--- config.mk ---
export PLATFORM = sky130hd
export DESIGN_NAME = i2c_slave_responder_flat
export DESIGN_NICKNAME = d
export VERILOG_FILES = /design/src/rtl/i2c_slave_responder_pkg.sv /design/src/rtl/i2c_slave_responder_if.sv /design/src/rtl/i2c_slave_responder_bus_sync.sv /design/src/rtl/i2c_slave_responder.sv /design/src/flat_wrapper.sv
export SDC_FILE = /design/constraint.sdc
export NUM_CORES = 1
export LEC_CHECK = 0
export BUFFER_PORTS_ARGS = -buffer_cell sky130_fd_sc_hd__buf_2
export CAP_MARGIN = 20
export CELL_PAD_IN_SITES_DETAIL_PLACEMENT = 0
export CELL_PAD_IN_SITES_GLOBAL_PLACEMENT = 1
export CORE_ASPECT_RATIO = 0.75
export CORE_MARGIN = 2
export CORE_UTILIZATION = 40
export CTS_BUF_LIST = sky130_fd_sc_hd__clkbuf_4 sky130_fd_sc_hd__clkbuf_8
export CTS_CLUSTER_DIAMETER = 40
export DETAILED_ROUTE_END_ITERATION = 16
export PLACE_DENSITY = 0.78
export SETUP_SLACK_MARGIN = 0.15
export SLEW_MARGIN = 20
export SYNTH_ARGS = -nofsm -noshare
export SYNTH_HDL_FRONTEND = slang
export SYNTH_HIERARCHICAL = 1
export SYNTH_SLANG_ARGS = --single-unit
--- constraint.sdc ---
create_clock -name i2c_core_clock -period 10 [get_ports i2c_core_clock]
set_input_delay 3 -clock i2c_core_clock [delete_from_list [all_inputs] [get_ports i2c_core_clock]]
set_output_delay 3 -clock i2c_core_clock [all_outputs]
set_load 0.05 [all_outputs]
--- src/rtl/i2c_slave_responder_pkg.sv ---
// Shared types and constants for the I2C responder.
// Latency: n/a (declarations only).
// Backpressure: n/a.
package i2c_slave_pkg;

  localparam int PTR_W = 4;

  // Bus level a receiver drives in the ACK slot
  localparam logic ACK  = 1'b0;
  localparam logic NACK = 1'b1;

  typedef enum logic [2:0] {
    IDLE,
    ADDR,
    ADDR_ACK,
    WR_BYTE,
    WR_ACK,
    RD_BYTE,
    RD_ACK,
    IGNORE
  } state_e;

endpackage

--- src/rtl/i2c_slave_responder_if.sv ---
// I2C bus wires as seen by the responder: sampled SCL/SDA plus open-drain pull-down.
// Latency: none, plain wires.
// Backpressure: none; the master owns SCL and the responder never stretches it.
interface i2c_slave_responder_if;
  logic scl_i;
  logic sda_i;
  logic sda_oe;

  modport slave  (input scl_i, sda_i, output sda_oe);
  modport master (output scl_i, sda_i, input sda_oe);
endinterface

--- src/rtl/i2c_slave_responder_bus_sync.sv ---
// Synchronises SCL/SDA and derives SCL edge and START/STOP strobes.
// Latency: a bus edge shows up as a strobe after 2 sync flops + 1 edge register.
// Backpressure: none; strobes are single-cycle and must be consumed immediately.
module i2c_bus_sync (
  input  logic clk_i,
  input  logic rst_n_i,
  input  logic scl_i,
  input  logic sda_i,
  output logic scl_rise_o,
  output logic scl_fall_o,
  output logic start_o,
  output logic stop_o,
  output logic sda_o
);

  logic scl_meta_q, scl_sync_q, scl_last_q;
  logic sda_meta_q, sda_sync_q, sda_last_q;

  // Synchroniser chain plus one history stage; resets to the idle-bus level
  // so leaving reset on a quiet bus produces no spurious edges.
  always_ff @(posedge clk_i) begin
    if (!rst_n_i) begin
      scl_meta_q <= 1'b1;
      scl_sync_q <= 1'b1;
      scl_last_q <= 1'b1;
      sda_meta_q <= 1'b1;
      sda_sync_q <= 1'b1;
      sda_last_q <= 1'b1;
    end else begin
      scl_meta_q <= scl_i;
      scl_sync_q <= scl_meta_q;
      scl_last_q <= scl_sync_q;
      sda_meta_q <= sda_i;
      sda_sync_q <= sda_meta_q;
      sda_last_q <= sda_sync_q;
    end
  end

  assign scl_rise_o = scl_sync_q & ~scl_last_q;
  assign scl_fall_o = ~scl_sync_q & scl_last_q;
  // SDA may only move while SCL is steadily high for a START/STOP.
  assign start_o    = scl_sync_q & scl_last_q & sda_last_q & ~sda_sync_q;
  assign stop_o     = scl_sync_q & scl_last_q & ~sda_last_q & sda_sync_q;
  assign sda_o      = sda_sync_q;

endmodule

--- src/rtl/i2c_slave_responder.sv ---
// I2C responder with a 16x8 register file addressed by an auto-incrementing pointer.
// Latency: bus edges act 3 clocks late; byte/start/stop pulses one cycle after detection.
// Backpressure: none; always ACKs writes and never stretches SCL.
module i2c_slave_responder
  import i2c_slave_pkg::*;
#(
  parameter logic [6:0] SLAVE_ADDR = 7'h50,
  parameter int         MEM_DEPTH  = 16
) (
  input  logic                 i2c_core_clock,
  input  logic                 preset,
  i2c_slave_responder_if.slave bus,
  output logic [7:0]           data_slave_read,
  output logic                 data_slave_read_valid,
  output logic                 start,
  output logic                 stop,
  output logic                 addr_match,
  input  logic [PTR_W-1:0]     mem_rd_addr,
  output logic [7:0]           mem_rd_data
);

  localparam logic [PTR_W-1:0] PTR_ONE = 1;

  logic scl_rise, scl_fall, start_det, stop_det, sda_s;

  i2c_bus_sync u_sync (
    .clk_i      (i2c_core_clock),
    .rst_n_i    (preset),
    .scl_i      (bus.scl_i),
    .sda_i      (bus.sda_i),
    .scl_rise_o (scl_rise),
    .scl_fall_o (scl_fall),
    .start_o    (start_det),
    .stop_o     (stop_det),
    .sda_o      (sda_s)
  );

  state_e           state_q, state_d;
  logic [2:0]       cnt_q, cnt_d;
  logic [7:0]       shift_q, shift_d;
  logic [PTR_W-1:0] ptr_q, ptr_d;
  logic             first_q, first_d;   // next write byte is the pointer
  logic             rw_q, rw_d;
  logic             lead_q, lead_d;     // next SCL fall presents bit 7, no shift
  logic             oe_q, oe_d;
  logic             match_q, match_d;
  logic [7:0]       data_q, data_d;
  logic             valid_q, valid_d;
  logic             start_q, start_d;
  logic             stop_q, stop_d;
  logic [7:0]       mem_q [MEM_DEPTH];
  logic [7:0]       mem_d [MEM_DEPTH];

  logic [7:0] rx_byte;
  logic [7:0] cur_byte;
  assign rx_byte  = {shift_q[6:0], sda_s};
  assign cur_byte = mem_q[ptr_q];

  // State and datapath registers; reset aborts any transfer outright.
  always_ff @(posedge i2c_core_clock) begin
    if (!preset) begin
      state_q <= IDLE;
      cnt_q   <= '0;
      shift_q <= '0;
      ptr_q   <= '0;
      first_q <= 1'b0;
      rw_q    <= 1'b0;
      lead_q  <= 1'b0;
      oe_q    <= 1'b0;
      match_q <= 1'b0;
      data_q  <= '0;
      valid_q <= 1'b0;
      start_q <= 1'b0;
      stop_q  <= 1'b0;
      for (int i = 0; i < MEM_DEPTH; i++) mem_q[i] <= '0;
    end else begin
      state_q <= state_d;
      cnt_q   <= cnt_d;
      shift_q <= shift_d;
      ptr_q   <= ptr_d;
      first_q <= first_d;
      rw_q    <= rw_d;
      lead_q  <= lead_d;
      oe_q    <= oe_d;
      match_q <= match_d;
      data_q  <= data_d;
      valid_q <= valid_d;
      start_q <= start_d;
      stop_q  <= stop_d;
      mem_q   <= mem_d;
    end
  end

  // Protocol FSM: STOP beats everything, START restarts addressing; otherwise
  // shift on SCL rise, and only ever move SDA after an SCL fall.
  always_comb begin
    state_d = state_q;
    cnt_d   = cnt_q;
    shift_d = shift_q;
    ptr_d   = ptr_q;
    first_d = first_q;
    rw_d    = rw_q;
    lead_d  = lead_q;
    oe_d    = oe_q;
    match_d = match_q;
    data_d  = data_q;
    valid_d = 1'b0;
    start_d = 1'b0;
    stop_d  = 1'b0;
    mem_d   = mem_q;

    if (stop_det) begin
      state_d = IDLE;
      oe_d    = 1'b0;
      match_d = 1'b0;
      stop_d  = 1'b1;
    end else if (start_det) begin
      state_d = ADDR;
      cnt_d   = '0;
      first_d = 1'b1;
      oe_d    = 1'b0;
      match_d = 1'b0;
      start_d = 1'b1;
    end else begin
      case (state_q)
        ADDR: if (scl_rise) begin
          shift_d = rx_byte;
          cnt_d   = cnt_q + 3'd1;
          if (cnt_q == 3'd7) begin
            if (shift_q[6:0] == SLAVE_ADDR) begin
              state_d = ADDR_ACK;
              match_d = 1'b1;
              rw_d    = sda_s;
            end else begin
              state_d = IGNORE;
            end
          end
        end
        // First fall pulls SDA for the ACK slot, second fall ends it.
        ADDR_ACK: if (scl_fall) begin
          if (!oe_q) begin
            oe_d = 1'b1;
          end else if (rw_q) begin
            shift_d = cur_byte;
            ptr_d   = ptr_q + PTR_ONE;
            oe_d    = ~cur_byte[7];
            cnt_d   = '0;
            lead_d  = 1'b0;
            state_d = RD_BYTE;
          end else begin
            oe_d    = 1'b0;
            cnt_d   = '0;
            state_d = WR_BYTE;
          end
        end
        WR_BYTE: if (scl_rise) begin
          shift_d = rx_byte;
          cnt_d   = cnt_q + 3'd1;
          if (cnt_q == 3'd7) begin
            valid_d = 1'b1;
            data_d  = rx_byte;
            if (first_q) begin
              ptr_d   = rx_byte[PTR_W-1:0];
              first_d = 1'b0;
            end else begin
              mem_d[ptr_q] = rx_byte;
              ptr_d        = ptr_q + PTR_ONE;
            end
            state_d = WR_ACK;
          end
        end
        WR_ACK: if (scl_fall) begin
          if (!oe_q) begin
            oe_d = 1'b1;
          end else begin
            oe_d    = 1'b0;
            cnt_d   = '0;
            state_d = WR_BYTE;
          end
        end
        RD_BYTE: if (scl_fall) begin
          if (lead_q) begin
            oe_d   = ~shift_q[7];
            lead_d = 1'b0;
          end else if (cnt_q == 3'd7) begin
            oe_d    = 1'b0;
            state_d = RD_ACK;
          end else begin
            shift_d = {shift_q[6:0], 1'b0};
            oe_d    = ~shift_q[6];
            cnt_d   = cnt_q + 3'd1;
          end
        end
        RD_ACK: if (scl_rise) begin
          if (sda_s == ACK) begin
            shift_d = cur_byte;
            ptr_d   = ptr_q + PTR_ONE;
            cnt_d   = '0;
            lead_d  = 1'b1;
            state_d = RD_BYTE;
          end else begin
            state_d = IGNORE;
          end
        end
        IGNORE:  oe_d = 1'b0;
        IDLE:    oe_d = 1'b0;
        default: state_d = IDLE;
      endcase
    end
  end

  assign bus.sda_oe            = oe_q;
  assign data_slave_read       = data_q;
  assign data_slave_read_valid = valid_q;
  assign start                 = start_q;
  assign stop                  = stop_q;
  assign addr_match            = match_q;
  assign mem_rd_data           = mem_q[mem_rd_addr];

endmodule

--- src/flat_wrapper.sv ---
// flat-port wrapper written by rule: the top's interface ports become plain ports
module i2c_slave_responder_flat import i2c_slave_pkg::*;
#(
  parameter logic [6:0] SLAVE_ADDR = 7'h50,
  parameter int         MEM_DEPTH  = 16
)
  (i2c_core_clock, preset, data_slave_read, data_slave_read_valid, start, stop, addr_match, mem_rd_addr, mem_rd_data, bus_scl_i, bus_sda_i, bus_sda_oe);
  i2c_slave_responder_if bus_i ();
  input  logic i2c_core_clock;
  input  logic preset;
  output logic [7:0] data_slave_read;
  output logic data_slave_read_valid;
  output logic start;
  output logic stop;
  output logic addr_match;
  input  logic [PTR_W-1:0] mem_rd_addr;
  output logic [7:0] mem_rd_data;
  input wire logic [$bits(bus_i.scl_i)-1:0] bus_scl_i;
  input wire logic [$bits(bus_i.sda_i)-1:0] bus_sda_i;
  output wire logic [$bits(bus_i.sda_oe)-1:0] bus_sda_oe;
  assign bus_i.scl_i = bus_scl_i;
  assign bus_i.sda_i = bus_sda_i;
  assign bus_sda_oe = bus_i.sda_oe;
  i2c_slave_responder #(.SLAVE_ADDR(SLAVE_ADDR), .MEM_DEPTH(MEM_DEPTH)) u_core (.i2c_core_clock(i2c_core_clock), .preset(preset), .bus(bus_i), .data_slave_read(data_slave_read), .data_slave_read_valid(data_slave_read_valid), .start(start), .stop(stop), .addr_match(addr_match), .mem_rd_addr(mem_rd_addr), .mem_rd_data(mem_rd_data));
endmodule
==> results.py <==
metrics = {
    "clock_network": {
        "cts_made_buffers": 17,
        "cts.repair_timing.setup_buffer_count": 0,
        "tritoncts_num_sinks": 168,
        "cts_hold_buffers": 0,
        "cts_resized": 0,
        "clk_path_buf_depth": 2,
        "ctsRootBufferMaster": "clkbuf_8",
        "cts.clk_slew.worst_paths_ps": 90,
        "h-tree-depth": 4,
        "clk_latency_ps": 470,
        "tritoncts_clock_tree": "yes",
    },
    "final_layout": {
        "drive_above_1_share_pct": 17.27,
        "post-route-util_pct": 43.84,
        "areaGrowthSynthToFinish_pct": 6.627,
        "post-route-cell-area_sq_mm": 0.009361,
        "final_cell_count_no_fill": 1256,
        "fillerInstances": 2043,
        "finalNetCount": 969,
    },
    "sta": {
        "min_period_ps": 8066,
        "timing.slew.headroom_pct": 27.32,
        "finalSetupTns_ps": 0,
        "worstMarginPinSlew_ps": 1086,
        "timing_max_transition_violations_final": 0,
        "timing.fmax_ghz": 0.1240,
        "finalHoldViolCount": 0,
        "timing.final.setup_violations": 0,
        "grt_setup_unrepaired": "no",
        "clock-skew-final_ps": 15.52,
        "post_route_fraction_of_the_period_consumed_by_the_critical_path_pct": 80.66,
    },
    "critical_path": {
        "timing.critical_path.required_ps": 7000,
        "worstSetupPathType": "in -> out",
        "critical_path.max_fanout": 32,
        "crit_path_start_kind": "input port",
        "critPathArrivalTime_ps": 5070,
        "critPathCaptureType": "output port",
    },
    "synthesis": {
        "yosys_most_used_dff": "dfxtp_1",
        "synthesis.nets": 996,
        "synth_largest_area_cell": "dfxtp_1",
        "yosysWarnings": 6,
        "netlist.area_leader.share_pct": 38.31,
        "synth.cells.most_frequent": "nand2_1 (274), dfxtp_1 (168), a21oi_1 (144)",
        "syn-mean-instance-area_sq_um": 8.950,
        "synth.most_common_cell": "nand2_1",
        "synth.lib_cells_used.distinct": 64,
        "mappedNetlistArea_sq_mm": 0.008780,
        "synthTopCellsByArea": "dfxtp_1 (38%), mux4_2 (16%), nand2_1 (12%)",
        "synth_enable_flop_cells": 0,
        "netlist_instances": 981,
        "synth-seq-area-share_pct": 38.31,
        "yosys_register_bits": 168,
        "async_flop_share_pct": 0,
    },
    "run": {
        "maxCapViolCount": 0,
    },
    "floorplanning": {
        "dieArea_sq_mm": 0.02316,
        "die_width_microns": 175.1,
        "placementRows": 46,
        "chipHeight_microns": 132.3,
        "top_level_port_count": 29,
        "effective_utilization_at_floorplan_pct": 41.12,
        "coreArea_sq_mm": 0.02135,
    },
    "global_routing": {
        "grt_pass1_wl_microns": 42240,
        "grt_overflow_total": 0,
        "grt_start_max_net_pins": 81,
        "antenna_found_initial": 1,
        "grt_pass1_vias": 6725,
        "grt_util_all_layers_pct": 24.21,
    },
    "drt": {
        "detail_route.wl_per_cell_microns": 22.17,
        "via_count": 7578,
        "pre_repair_dr_iteration_count": 7,
        "ant_nets": 0,
        "routed_wl_microns": 27850,
        "drt_iter0_markers": 1134,
        "route.detailed.drc": 0,
        "post_drt_via_cell_ratio": 6.033,
    },
    "status": {
        "status": "complete, no violations",
    },
    "placed_design": {
        "dpl_cell_area_sq_mm": 0.008940,
        "detailedPlacementHpwl_microns": 18950,
        "io_buffer_count": 28,
        "dp_cells": 1223,
        "place.gp.congestion": 0.9714,
    },
    "power": {
        "leakage_nw": 3.013,
        "max-vdd-ir-drop_mv": 0.1011,
        "totalPowerFinal_mw": 1.490,
        "power.density_mw_per_mm2": 159.2,
    },
    "min_path": {
        "worstHoldPathType": "reg -> reg",
    },
}
## final timing paths
kind,start,end,slack (ps),cells past startpoint
worst max-delay path,mem_rd_addr[0],mem_rd_data[5],1930,4
worst min-delay path,u_core/u_sync/scl_meta_q$_SDFF_PN1_,u_core/u_sync/scl_sync_q$_SDFF_PN1_,420,1
worst max register to register,u_core/ptr_q[1]$_SDFFE_PN0P_,u_core/mem_q[71]$_SDFFE_PN0P_,6940,5
worst min register to register,u_core/u_sync/scl_meta_q$_SDFF_PN1_,u_core/u_sync/scl_sync_q$_SDFF_PN1_,420,1
## power by group
part | switching (mW) | total [mW] | internal [mW]
Combinational | 0.160 | 0.246 | 0.0861
Sequential | 0.0401 | 0.725 | 0.685
Clock | 0.266 | 0.519 | 0.253
Total | 0.466 | 1.49 | 1.02
## layout make-up
| type | count | area (sq um) | share of cell area (%) |
|---|---|---|---|
| diodes | 1 | 2.502 | 0.02673 |
| clock buffers | 18 | 241.5 | 2.580 |
| clock inverters | 14 | 172.7 | 1.844 |
| inverters | 10 | 40.04 | 0.4277 |
| multi-input cells | 719 | 4961 | 52.99 |
| flip-flops and latches | 168 | 3368 | 35.98 |
| well taps | 288 | 360.3 | 3.849 |
| repair buffers | 38 | 215.2 | 2.299 |
## sequential cells by signal, summed over array words and instances (netlist names), 3 cells and up
register and count:
u_core/cnt_q 3, u_core/shift_q 8, u_core/ptr_q 4, u_core/state_q 3, u_core/mem_q 128, u_core/data_slave_read 8
## per-stage QoR
| stage | hold WS (ps) | setup WS (ps) |
|---|---|---|
| final | 416.5 | 1934 |
| after global routing | 436.5 | 1773 |
| after CTS | 422.4 | 1885 |
| after detailed placement | 397.0 | 1882 |
| after global placement | 398.3 | 1939 |
| after floorplan | 386.3 | 2337 |
## routing by layer
layer	track usage (%)	vias to the layer above	routed length, microns
met5	0	-	0
met2	32.48	449	11410
met1	37.62	3626	12830
met3	5.594	64	2864
met4	7.963	0	732
li1	-	3439	-
## critical path, cell delays in order
cell and delay [ps]:
buf_2 720, mux4_2 610, mux4_2 500, buf_2 230
## cells by family after synthesis
| kind of cell | synth area share, % |
|---|---|
| AO/OA/AOI/OAI | 14.14 |
| XOR/XNOR | 0.09978 |
| adder cells (fa/ha/maj) | 0.9975 |
| buffers and inverters | 5.216 |
| flip-flops | 38.31 |
| multiplexers | 19.95 |
| AND/OR/NAND/NOR | 21.29 |
## layout by cell type (no fill, tap or decap), drive strengths merged, types with 9 or more instances in the layout
master,count
buf,38
mux2i,22
clkbuf,18
nand4,9
nor2,25
mux4,63
nand3,25
nand2,274
inv,14
nor2b,11
dfxtp,168
mux2,10
and3,21
nand2b,16
a21oi,144
Note: power is estimated with default switching activity, not from simulation.
